--- config.mk ---
export PLATFORM = sky130hd
export DESIGN_NAME = pipe_stage_skid
export DESIGN_NICKNAME = d
export VERILOG_FILES = /design/src/rtl/pipe_pkg.sv /design/src/rtl/pipe_stage_stats.sv /design/src/rtl/pipe_stage_skid.sv
export SDC_FILE = /design/constraint.sdc
export NUM_CORES = 1
export LEC_CHECK = 0
export CAP_MARGIN = 20
export CORE_UTILIZATION = 35
export DETAILED_ROUTE_END_ITERATION = 8
export HOLD_SLACK_MARGIN = 0.05
export PLACE_DENSITY = 0.57
export SLEW_MARGIN = 10
export SYNTH_ARGS = -nofsm -noshare
export SYNTH_HDL_FRONTEND = slang
export SYNTH_SLANG_ARGS = --single-unit
--- constraint.sdc ---
create_clock -name clk -period 17.45 [get_ports clk]
set_input_delay 4.3625 -clock clk [delete_from_list [all_inputs] [get_ports clk]]
set_output_delay 4.3625 -clock clk [all_outputs]
set_load 0.02 [all_outputs]
--- src/rtl/pipe_pkg.sv ---
// Shared pipeline-stage definitions: the skid-stage state encoding and the
// control-bundle bit positions every stage uses to pack and unpack controls.
package pipe_pkg;

    typedef enum logic [1:0] {
        ST_EMPTY = 2'b00,
        ST_ONE   = 2'b01,
        ST_FULL  = 2'b10
    } stage_state_e;

    // Control-bundle bit indices (low bits of a CTRL_W-wide bundle)
    localparam int ALUSRC    = 0;
    localparam int ALUOP_LSB = 1;
    localparam int ALUOP_MSB = 2;
    localparam int REGDST    = 3;
    localparam int PCSRC     = 4;
    localparam int MEMREAD   = 5;
    localparam int MEMWRITE  = 6;
    localparam int MEMTOREG  = 7;
    localparam int REGWRITE  = 8;

endpackage

--- src/rtl/pipe_stage_stats.sv ---
// Stage statistics: saturating counts of stalled cycles (entry presented but
// not taken) and bubble cycles (nothing presented). Cleared only by reset.
module pipe_stage_stats #(
    parameter int CNT_W = 16
) (
    input  logic             clk,
    input  logic             reset_n,
    input  logic             out_valid,
    input  logic             out_ready,
    output logic [CNT_W-1:0] stall_cnt,
    output logic [CNT_W-1:0] bubble_cnt
);

    function automatic logic [CNT_W-1:0] sat_inc(input logic [CNT_W-1:0] v);
        return (&v) ? v : v + 1'b1;
    endfunction

    // Count stall and bubble cycles, holding at all-ones instead of wrapping
    always_ff @(posedge clk) begin
        if (!reset_n) begin
            stall_cnt  <= '0;
            bubble_cnt <= '0;
        end else begin
            if (out_valid && !out_ready) stall_cnt <= sat_inc(stall_cnt);
            if (!out_valid)              bubble_cnt <= sat_inc(bubble_cnt);
        end
    end

endmodule

--- src/rtl/pipe_stage_skid.sv ---
// Elastic pipeline stage register (main entry + one skid entry) with a
// valid/ready handshake and synchronous flush. Bubbles always show an
// all-zero control bundle. Optional statistics counters are enabled with
// the PIPE_STAGE_STATS_EN macro.
module pipe_stage_skid
    import pipe_pkg::*;
#(
    parameter int DATA_W = 32,
    parameter int CTRL_W = 16,
    parameter int CNT_W  = 16
) (
    input  logic              clk,
    input  logic              reset_n,
    input  logic              flush,
    input  logic              in_valid,
    output logic              in_ready,
    input  logic [DATA_W-1:0] in_data,
    input  logic [CTRL_W-1:0] in_ctrl,
    output logic              out_valid,
    input  logic              out_ready,
    output logic [DATA_W-1:0] out_data,
`ifdef PIPE_STAGE_STATS_EN
    output logic [CTRL_W-1:0] out_ctrl,
    output logic [CNT_W-1:0]  stall_cnt,
    output logic [CNT_W-1:0]  bubble_cnt
`else
    output logic [CTRL_W-1:0] out_ctrl
`endif
);

    stage_state_e      state_q, state_d;
    logic              in_ready_q;
    logic              vld_p0;
    logic              in_fire, out_fire;
    logic              load_main_in, load_main_skid, load_skid;

    logic [DATA_W-1:0] main_data_p0, skid_data_p0;
    logic [CTRL_W-1:0] main_ctrl_p0, skid_ctrl_p0;

    assign vld_p0   = (state_q != ST_EMPTY);
    assign in_fire  = in_valid && in_ready_q;
    assign out_fire = vld_p0 && out_ready;

    // Next-state and entry-load selection; flush squashes everything held
    always_comb begin
        state_d        = state_q;
        load_main_in   = 1'b0;
        load_main_skid = 1'b0;
        load_skid      = 1'b0;
        if (flush) begin
            state_d = ST_EMPTY;
        end else begin
            case (state_q)
                ST_EMPTY: begin
                    if (in_fire) begin
                        state_d      = ST_ONE;
                        load_main_in = 1'b1;
                    end
                end
                ST_ONE: begin
                    if (in_fire && out_fire) begin
                        load_main_in = 1'b1;
                    end else if (in_fire) begin
                        state_d   = ST_FULL;
                        load_skid = 1'b1;
                    end else if (out_fire) begin
                        state_d = ST_EMPTY;
                    end
                end
                ST_FULL: begin
                    if (out_fire) begin
                        state_d        = ST_ONE;
                        load_main_skid = 1'b1;
                    end
                end
                default: state_d = ST_EMPTY;
            endcase
        end
    end

    // State register; in_ready is its own flop so it never depends on out_ready
    always_ff @(posedge clk) begin
        if (!reset_n) begin
            state_q    <= ST_EMPTY;
            in_ready_q <= 1'b1;
        end else begin
            state_q    <= state_d;
            in_ready_q <= (state_d != ST_FULL);
        end
    end

    // Main entry: cleared on reset so a reset stage presents zero payload
    always_ff @(posedge clk) begin
        if (!reset_n) begin
            main_data_p0 <= '0;
            main_ctrl_p0 <= '0;
        end else if (load_main_in) begin
            main_data_p0 <= in_data;
            main_ctrl_p0 <= in_ctrl;
        end else if (load_main_skid) begin
            main_data_p0 <= skid_data_p0;
            main_ctrl_p0 <= skid_ctrl_p0;
        end
    end

    // Skid entry: only meaningful while FULL, so it needs no reset
    always_ff @(posedge clk) begin
        if (load_skid) begin
            skid_data_p0 <= in_data;
            skid_ctrl_p0 <= in_ctrl;
        end
    end

    assign in_ready  = in_ready_q;
    assign out_valid = vld_p0;
    assign out_data  = main_data_p0;
    assign out_ctrl  = vld_p0 ? main_ctrl_p0 : '0;

`ifdef PIPE_STAGE_STATS_EN
    pipe_stage_stats #(
        .CNT_W (CNT_W)
    ) u_stats (
        .clk        (clk),
        .reset_n    (reset_n),
        .out_valid  (vld_p0),
        .out_ready  (out_ready),
        .stall_cnt  (stall_cnt),
        .bubble_cnt (bubble_cnt)
    );
`else
    // Statistics disabled: counter width has no hardware to size
    if (CNT_W > 0) begin : g_stats_off
    end
`endif

endmodule
==> results of run 1 <==
-- worst paths after layout --
path,slack [ps],to,start
worst min register to register,470,main_ctrl_p0[15]$_SDFFE_PN0P_,main_ctrl_p0[15]$_SDFFE_PN0P_
worst min-delay path,470,main_ctrl_p0[15]$_SDFFE_PN0P_,main_ctrl_p0[15]$_SDFFE_PN0P_
worst max register to register,15360,out_data[18]$_SDFFE_PN0P_,state_q[0]$_SDFF_PN0_
worst max-delay path,11090,out_ctrl[11],state_q[1]$_SDFF_PN0_
-- synthesized netlist by cell type (2+ instances only) --
cell type	n	share of area, %
dfxtp_1	51	27
inv_1	2	0.20
clkbuf_1	18	1.8
nor2b_1	17	2.8
nor2_1	2	0.20
a31oi_1	48	8.0
o21ai_0	41	5.5
buf_2	5	0.67
nand2b_1	2	0.33
nand2_1	98	9.8
edfxtp_1	48	39
o21ai_1	7	0.94
buf_6	5	1.5
-- logic make-up (layout without fill, tap and decap cells) --
| kind of cell | after synthesis | count (layout) | synth area share [%] |
|---|---|---|---|
| AO/OA/AOI/OAI | 99 | 99 | 15.1 |
| buffers and inverters | 30 | 125 | 4.18 |
| flip-flops | 99 | 99 | 65.9 |
| multiplexers | 1 | 1 | 0.268 |
| AND/OR/NAND/NOR | 124 | 124 | 14.5 |
-- per-layer routing --
layer	track usage, %	vias up
li1	-	1431
met1	22.3	1430
met2	25.8	98
met3	5.88	5
met4	4.02	0
met5	0	-
-- cells in the final DEF (no fill, tap or decap), types with 2 or more instances in the layout --
cell	count
clkdlybuf4s50_1	102
nand2_1	98
dfxtp_1	51
a31oi_1	48
edfxtp_1	48
o21ai_0	41
nor2b_1	17
clkbuf_8	9
o21ai_1	7
buf_4	5
nor2_1	2
inv_1	2
nand2b_1	2
clkbuf_1	2
clkinvlp_4	2
-- registers in the layout, summed over array words and instances, names as in the netlist --
register / flops
state_q: 2
skid_data_p0: 32
skid_ctrl_p0: 16
in_ready: 1
main_ctrl_p0: 16
out_data: 32
-- area by class of cell --
cell class,instances,area [sq um]
clock buffer,11,131
clock inverter,4,28.8
fill,959,5310
inverter,2,7.51
multi-input combinational,224,1130
sequential,99,2460
tap,136,170
timing repair buffer,108,1090
-- through the flow --
step,util (%),hold WS [ps],total power (W)
6_report,48.6,474,0.000437
5_1_grt,48.6,500,0.000459
4_1_cts,48.6,479,0.000444
2_1_floorplan,-,446,0.000287
3_5_place_dp,47.0,461,0.000316
3_3_place_gp,46.8,457,0.000315
-- worst min-delay path: stages (launching register included) --
cell and delay (ps):
dfxtp_1 310, nand2_1 50, a31oi_1 70
-- power by group --
group          switching, W  internal, W  total [W]
clock             0.0000750    0.0000513   0.000126
sequential       0.00000441     0.000252   0.000257
combinational     0.0000263    0.0000280  0.0000543
total              0.000106     0.000331   0.000437
==> flow_summary.ini, run 1 <==
[cts]
cts_root_buffer = clkbuf_8
cts_tree = yes
clock_latency_ps = 350
cts_buffers = 9
clock_path_buffers = 2
cts.clk_slew.worst_paths_ps = 80
hold_buffers = 0
postCtsSetupRepairBufs = 0
cts_resized = 0
h-tree-depth = 3
clock-sinks = 99

[yosys]
synth_edf_count = 48
synth_seq_cells = 99
synth_ff_type = dfxtp_1
yosysWarnings = 0
syn_nets = 406
synth.avg_cell_area_sq_um = 10.6
yosysUniqueCellTypes = 22
yosysSeqAreaShare_pct = 65.9
syn_area_sq_um = 3740
synthCells = 353
synthArstFlopShare_pct = 0

[route]
wl_per_cell_microns = 15.3
m1WireLength_microns = 4140
highest_layer = met4
wl_met2_microns = 4140
dr_wl_met3_microns = 588
postRouteAntennaNets = 0
avgViaCountPerCell = 5.08
finalWirelength_microns = 8920
first_pass_iters = 4
drc_errors = 0
vias = 2964
drt_iter0_drc = 144

[timing]
fin_crit_ps = 6360
fmax_ghz = 0.157
post-route-period-util_pct = 36.4
fin_skew_ps = 17.5
grt_setup_unrepaired = false
tightest_slew_ps = 864
drv_slew = 0
timing.final.ws_setup_ps = 11090
hold_viol_final = 0
setup_viol = 0
setup_tns_ps = 0
relSlewSlack_pct = 42.4

[critical_path]
crit_buf_inv = 2
critPathKind = register to output pin
crit_chain = nor2_1 -> buf_4 -> nor2b_1 -> clkdlybuf4s50_1
arrival_ps = 1990
cp_top_family = buffers and inverters
path_depth = 4
slowest_stage = clkdlybuf4s50_1
crit_required_ps = 13090
worst_r2r_path_depth = 5
slowest_delay_ps = 640
critPathCaptureType = output pin
crit_path_max_fanout = 15
start_kind = register

[worst_hold_path]
hold_path_depth = 2
hp-class = register to register

[global_routing]
grt.total_usage_pct = 16.7
grt_overflow = 0
grt_pass1_wl_microns = 14600
grt_max_degree = 97
grt_pass1_vias = 2886
antenna_found_initial = 0

[floorplanning]
core_sq_um = 10300
pin_count = 103
initial_utilization_pct = 36.2
die_width_microns = 105
die-area_sq_um = 11100
core.rowCount = 37
die_h_microns = 105

[power_and_ir_drop]
powerDensity_nw_per_um2 = 87.1
p_leak_nw = 1.62
ir_drop_v = 0.0000481

[placed_design]
numPortBuffers = 102
gp_congestion = 0.717
hpwl_microns = 5190
placedCellCount = 569
place_ws_ps = 10850
place_area_sq_um = 4860

[layout]
stdcell_count = 584
fin_area_sq_um = 5020
nets = 497
area_growth_pct = 34.2
drive_gt1_share_pct = 5.13
n_antenna_cell = 0

[status]
status = finished clean

[job]
maxCapViolations = 0
Power figures use the tool's default switching activity.
==> run 2: changes to the inputs <==
- clock period: 17.45 -> 6.1 ns (I/O delays scaled with it)
==> run 2 against run 1 <==
Effect of this change: via count decreased by 1.2%; first-iteration DRC count decreased by 17%; total power increased to 2.9 times the previous value; routed wire length decreased by 0.94%; register-to-register slack got worse by 11000 ps; utilization increased by 0.085 points; global-route usage decreased by 0.57 points; setup slack got worse by 8600 ps; sequential cell count unchanged; largest power group unchanged; highest routed layer unchanged.
==> flow_summary.ini, run 2 (synthesized netlist as in run 1, its figures left out) <==
[critical_path]
crit_path_max_fanout = 15
crit_required_ps = 4580
arrival_ps = 2060
critPathKind = register to output pin
start_kind = register
worst_r2r_path_depth = 5
critPathCaptureType = output pin

[power_and_ir_drop]
ir_drop_v = 0.000126
powerDensity_nw_per_um2 = 253
p_leak_nw = 1.63

[timing]
grt_setup_unrepaired = false
fin_skew_ps = 12.6
setup_tns_ps = 0
setup_viol = 0
relSlewSlack_pct = 40.0
fmax_ghz = 0.279
post-route-period-util_pct = 58.8
tightest_slew_ps = 900
hold_viol_final = 0
drv_slew = 0
fin_crit_ps = 3590

[route]
postRouteAntennaNets = 0
wl_per_cell_microns = 15.1
drc_errors = 0
avgViaCountPerCell = 5.02
first_pass_iters = 5
drt_iter0_drc = 119
finalWirelength_microns = 8830
vias = 2929

[floorplanning]
die_h_microns = 105
die-area_sq_um = 11100
core_sq_um = 10300
initial_utilization_pct = 36.2
pin_count = 103
die_width_microns = 105
core.rowCount = 37

[status]
status = finished clean

[cts]
cts_tree = yes
clock_latency_ps = 350
cts_root_buffer = clkbuf_8
cts_buffers = 9
h-tree-depth = 3
postCtsSetupRepairBufs = 0
clock_path_buffers = 2
cts.clk_slew.worst_paths_ps = 100
cts_resized = 0
hold_buffers = 0
clock-sinks = 99

[layout]
drive_gt1_share_pct = 5.58
area_growth_pct = 34.5
nets = 496
layout_commonest_cell = clkdlybuf4s50_1
fin_area_sq_um = 5030
n_antenna_cell = 0
layout_common_cells = 101 x clkdlybuf4s50_1, 98 x nand2_1, 51 x dfxtp_1, 48 x a31oi_1, 48 x edfxtp_1

[global_routing]
grt.total_usage_pct = 16.1
grt_pass1_vias = 2755
antenna_found_initial = 0
grt_overflow = 0
grt_max_degree = 97
grt_pass1_wl_microns = 14200

[placed_design]
gp_congestion = 0.700
hpwl_microns = 4960
place_area_sq_um = 4830
numPortBuffers = 102

[worst_hold_path]
hp-class = register to register
hold_path_depth = 2

[job]
maxCapViolations = 0
run 2: worst paths after layout:
kind / startpoint / to / slack (ps)
setup / recovery: state_q[1]$_SDFF_PN0_ / out_ctrl[3] / 2510
hold / removal: main_ctrl_p0[7]$_SDFFE_PN0P_ / main_ctrl_p0[7]$_SDFFE_PN0P_ / 480
setup reg to reg: state_q[0]$_SDFF_PN0_ / out_data[22]$_SDFFE_PN0P_ / 3940
hold reg to reg: main_ctrl_p0[7]$_SDFFE_PN0P_ / main_ctrl_p0[7]$_SDFFE_PN0P_ / 480
run 2: area by class of cell:
type / instances / area, sq um
Sequential cell: 99 / 2460
Fill cell: 948 / 5300
Clock buffer: 11 / 141
Inverter: 2 / 7.51
Multi-Input combinational cell: 224 / 1140
Tap cell: 136 / 170
Clock inverter: 5 / 38.8
Timing Repair Buffer: 107 / 1070
run 2: power by group:
part	internal [W]	switching [W]
clock network	0.000161	0.000223
logic	0.0000798	0.0000752
registers	0.000721	0.0000132
total	0.000963	0.000311
run 2: critical path, stage by stage, from the launching register on:
cell	delay [ps]
dfxtp_1	560
nor2_1	140
buf_4	220
nor2b_1	160
clkdlybuf4s50_1	620
run 2: layer usage:
layer | up-vias | wire, microns | GRT usage [%] | share of wire, %
met5 | - | 0 | 0 | 0
met4 | 0 | 75 | 4.83 | 0.85
met3 | 7 | 521 | 3.22 | 5.9
met2 | 92 | 3950 | 24.9 | 45
met1 | 1397 | 4290 | 22.8 | 49
li1 | 1433 | - | - | -
run 2: through the flow:
step	utilization, %	setup slack (ps)	instances	hold slack (ps)	total power, W
global route	48.7	2350	584	496	0.00133
detailed placement	46.7	2320	567	462	0.000904
floorplan	-	1260	353	446	0.000821
finish	48.7	2510	584	475	0.00127
CTS	48.5	2500	583	479	0.00129
global placement	46.7	2400	567	458	0.000902
==> run 3: changes to the inputs <==
- PLACE_DENSITY: 0.57 -> 0.6
- clock period: 6.1 -> 3.2 ns (I/O delays scaled with it)
==> run 3 against run 2 <==
Effect of this change: clock-buffer cell count fell by 2; sequential share of layout area fell by 0.40 points; clock skew fell by 0.84 ps; hold slack barely moved; highest routed layer unchanged; combinational power rose by 92%; critical path type unchanged.
==> flow_summary.ini, run 3 (synthesized netlist as in run 1, its figures left out) <==
[power_and_ir_drop]
ir_drop_v = 0.000232
finalPower_w = 0.00245
p_clk_share_pct = 30.6
power.share.combinational_pct = 12.2
p_sw_w = 0.000622
powerDensity_nw_per_um2 = 483
p_leak_nw = 1.64
switching_share_pct = 25.4
power.internal_w = 0.00182
seq_power_share_pct = 57.2

[cts]
clock-sinks = 99
cts_root_buffer = clkbuf_8
cts_resized = 0
clock_path_buffers = 2
cts.clk_slew.worst_paths_ps = 100
clock_latency_ps = 350
h-tree-depth = 3
postCtsSetupRepairBufs = 0
cts_tree = yes
hold_buffers = 0
cts_buffers = 9

[critical_path]
slowest_delay_ps = 640
critPathCaptureType = output pin
crit_required_ps = 2400
critPathKind = register to output pin
critical_path.startpoint = state_q[1]$_SDFF_PN0_
arrival_ps = 2010
crit_buf_inv = 2
r2r_setup_slack_ps = 1270
worst_r2r_path_depth = 5
path_depth = 4
rr_startpoint = state_q[0]$_SDFF_PN0_
cp_top_family = buffers and inverters
crit_path_max_fanout = 17
r2r-end = out_data[30]$_SDFFE_PN0P_
slowest_stage = clkdlybuf4s50_1
crit_chain = nor2_1 -> buf_4 -> nor2b_1 -> clkdlybuf4s50_1
start_kind = register
worstSetupEndpoint = out_ctrl[0]

[floorplanning]
die_width_microns = 105
core.rowCount = 37
die_h_microns = 105
core_sq_um = 10300
pin_count = 103
initial_utilization_pct = 36.2
die-area_sq_um = 11100

[layout]
fin_util_pct = 49.1
drive_gt1_share_pct = 5.80
area_growth_pct = 35.6
n_antenna_cell = 0
stdcell_count = 584
layout_commonest_cell = clkdlybuf4s50_1
layout_common_cells = 101 x clkdlybuf4s50_1, 98 x nand2_1, 51 x dfxtp_1, 48 x a31oi_1, 48 x edfxtp_1
nets = 496

[route]
first_pass_iters = 4
vias = 2954
avgViaCountPerCell = 5.06
drc_errors = 0
finalWirelength_microns = 8730
wl_per_cell_microns = 14.9
postRouteAntennaNets = 0
drt_iter0_drc = 124

[timing]
setup_tns_ps = 0
fmax_ghz = 0.356
tightest_slew_ps = 866
grt_setup_unrepaired = false
fin_crit_ps = 2810
post-route-period-util_pct = 87.9
fin_skew_ps = 11.8
hold_viol_final = 0
drv_slew = 0
relSlewSlack_pct = 42.3
setup_viol = 0

[global_routing]
grt_pass1_wl_microns = 14200
antenna_found_initial = 0
grt.total_usage_pct = 16.2
grt_overflow = 0
grt_pass1_vias = 2813
grt_max_degree = 97

[worst_hold_path]
hp-class = register to register

[job]
maxCapViolations = 0

[placed_design]
placedCellCount = 568
gp_congestion = 0.725
hpwl_microns = 5210
numPortBuffers = 102

[status]
status = finished clean
==> run 3: worst min-delay path by stage <==
stage                                             start  slack, ps  depth (start not counted)                            end
after global routing       main_ctrl_p0[8]$_SDFFE_PN0P_        490                          2   main_ctrl_p0[8]$_SDFFE_PN0P_
after floorplan           main_ctrl_p0[11]$_SDFFE_PN0P_        450                          2  main_ctrl_p0[11]$_SDFFE_PN0P_
final                      main_ctrl_p0[0]$_SDFFE_PN0P_        480                          2   main_ctrl_p0[0]$_SDFFE_PN0P_
after global placement     main_ctrl_p0[8]$_SDFFE_PN0P_        460                          2   main_ctrl_p0[8]$_SDFFE_PN0P_
after detailed placement   main_ctrl_p0[0]$_SDFFE_PN0P_        460                          2   main_ctrl_p0[0]$_SDFFE_PN0P_
after CTS                  main_ctrl_p0[8]$_SDFFE_PN0P_        480                          2   main_ctrl_p0[8]$_SDFFE_PN0P_
==> run 3: layer usage <==
layer / up-vias / global-route usage (%) / share of wire [%]
met2: 96 / 25.2 / 45
met4: 0 / 5.43 / 1.1
li1: 1426 / - / -
met5: - / 0 / 0
met1: 1424 / 21.7 / 47
met3: 8 / 4.70 / 7.1
==> run 3: cell type report <==
class | instances | area [sq um]
multi-input combinational | 224 | 1140
sequential | 99 | 2460
tap | 136 | 170
timing repair buffer | 107 | 1100
fill | 968 | 5260
clock buffer | 9 | 124
clock inverter | 7 | 60.1
inverter | 2 | 7.51
==> run 3: stage by stage <==
stage / instance area (sq um) / hold WS [ps] / worst slack, ps
6_report: 5070 / 475 / 387
5_1_grt: 5070 / 489 / 251
4_1_cts: 5070 / 480 / 357
3_5_place_dp: 4880 / 462 / 390
3_3_place_gp: 4880 / 458 / 441
2_1_floorplan: 3750 / 446 / 186
==> run 3: power groups by stage <==
stage                     combinational, W  sequential (W)  clock (W)
after CTS                         0.000300         0.00140   0.000774
after detailed placement          0.000298         0.00143          0
after global routing              0.000325         0.00141   0.000819
final                             0.000297         0.00140   0.000750
after global placement            0.000293         0.00143          0
after floorplan                   0.000106         0.00146          0
==> run 3: tightest hold or removal path, cell delays in order (launching register included) <==
cell     delay, ps
dfxtp_1        310
nand2_1         50
a31oi_1         70
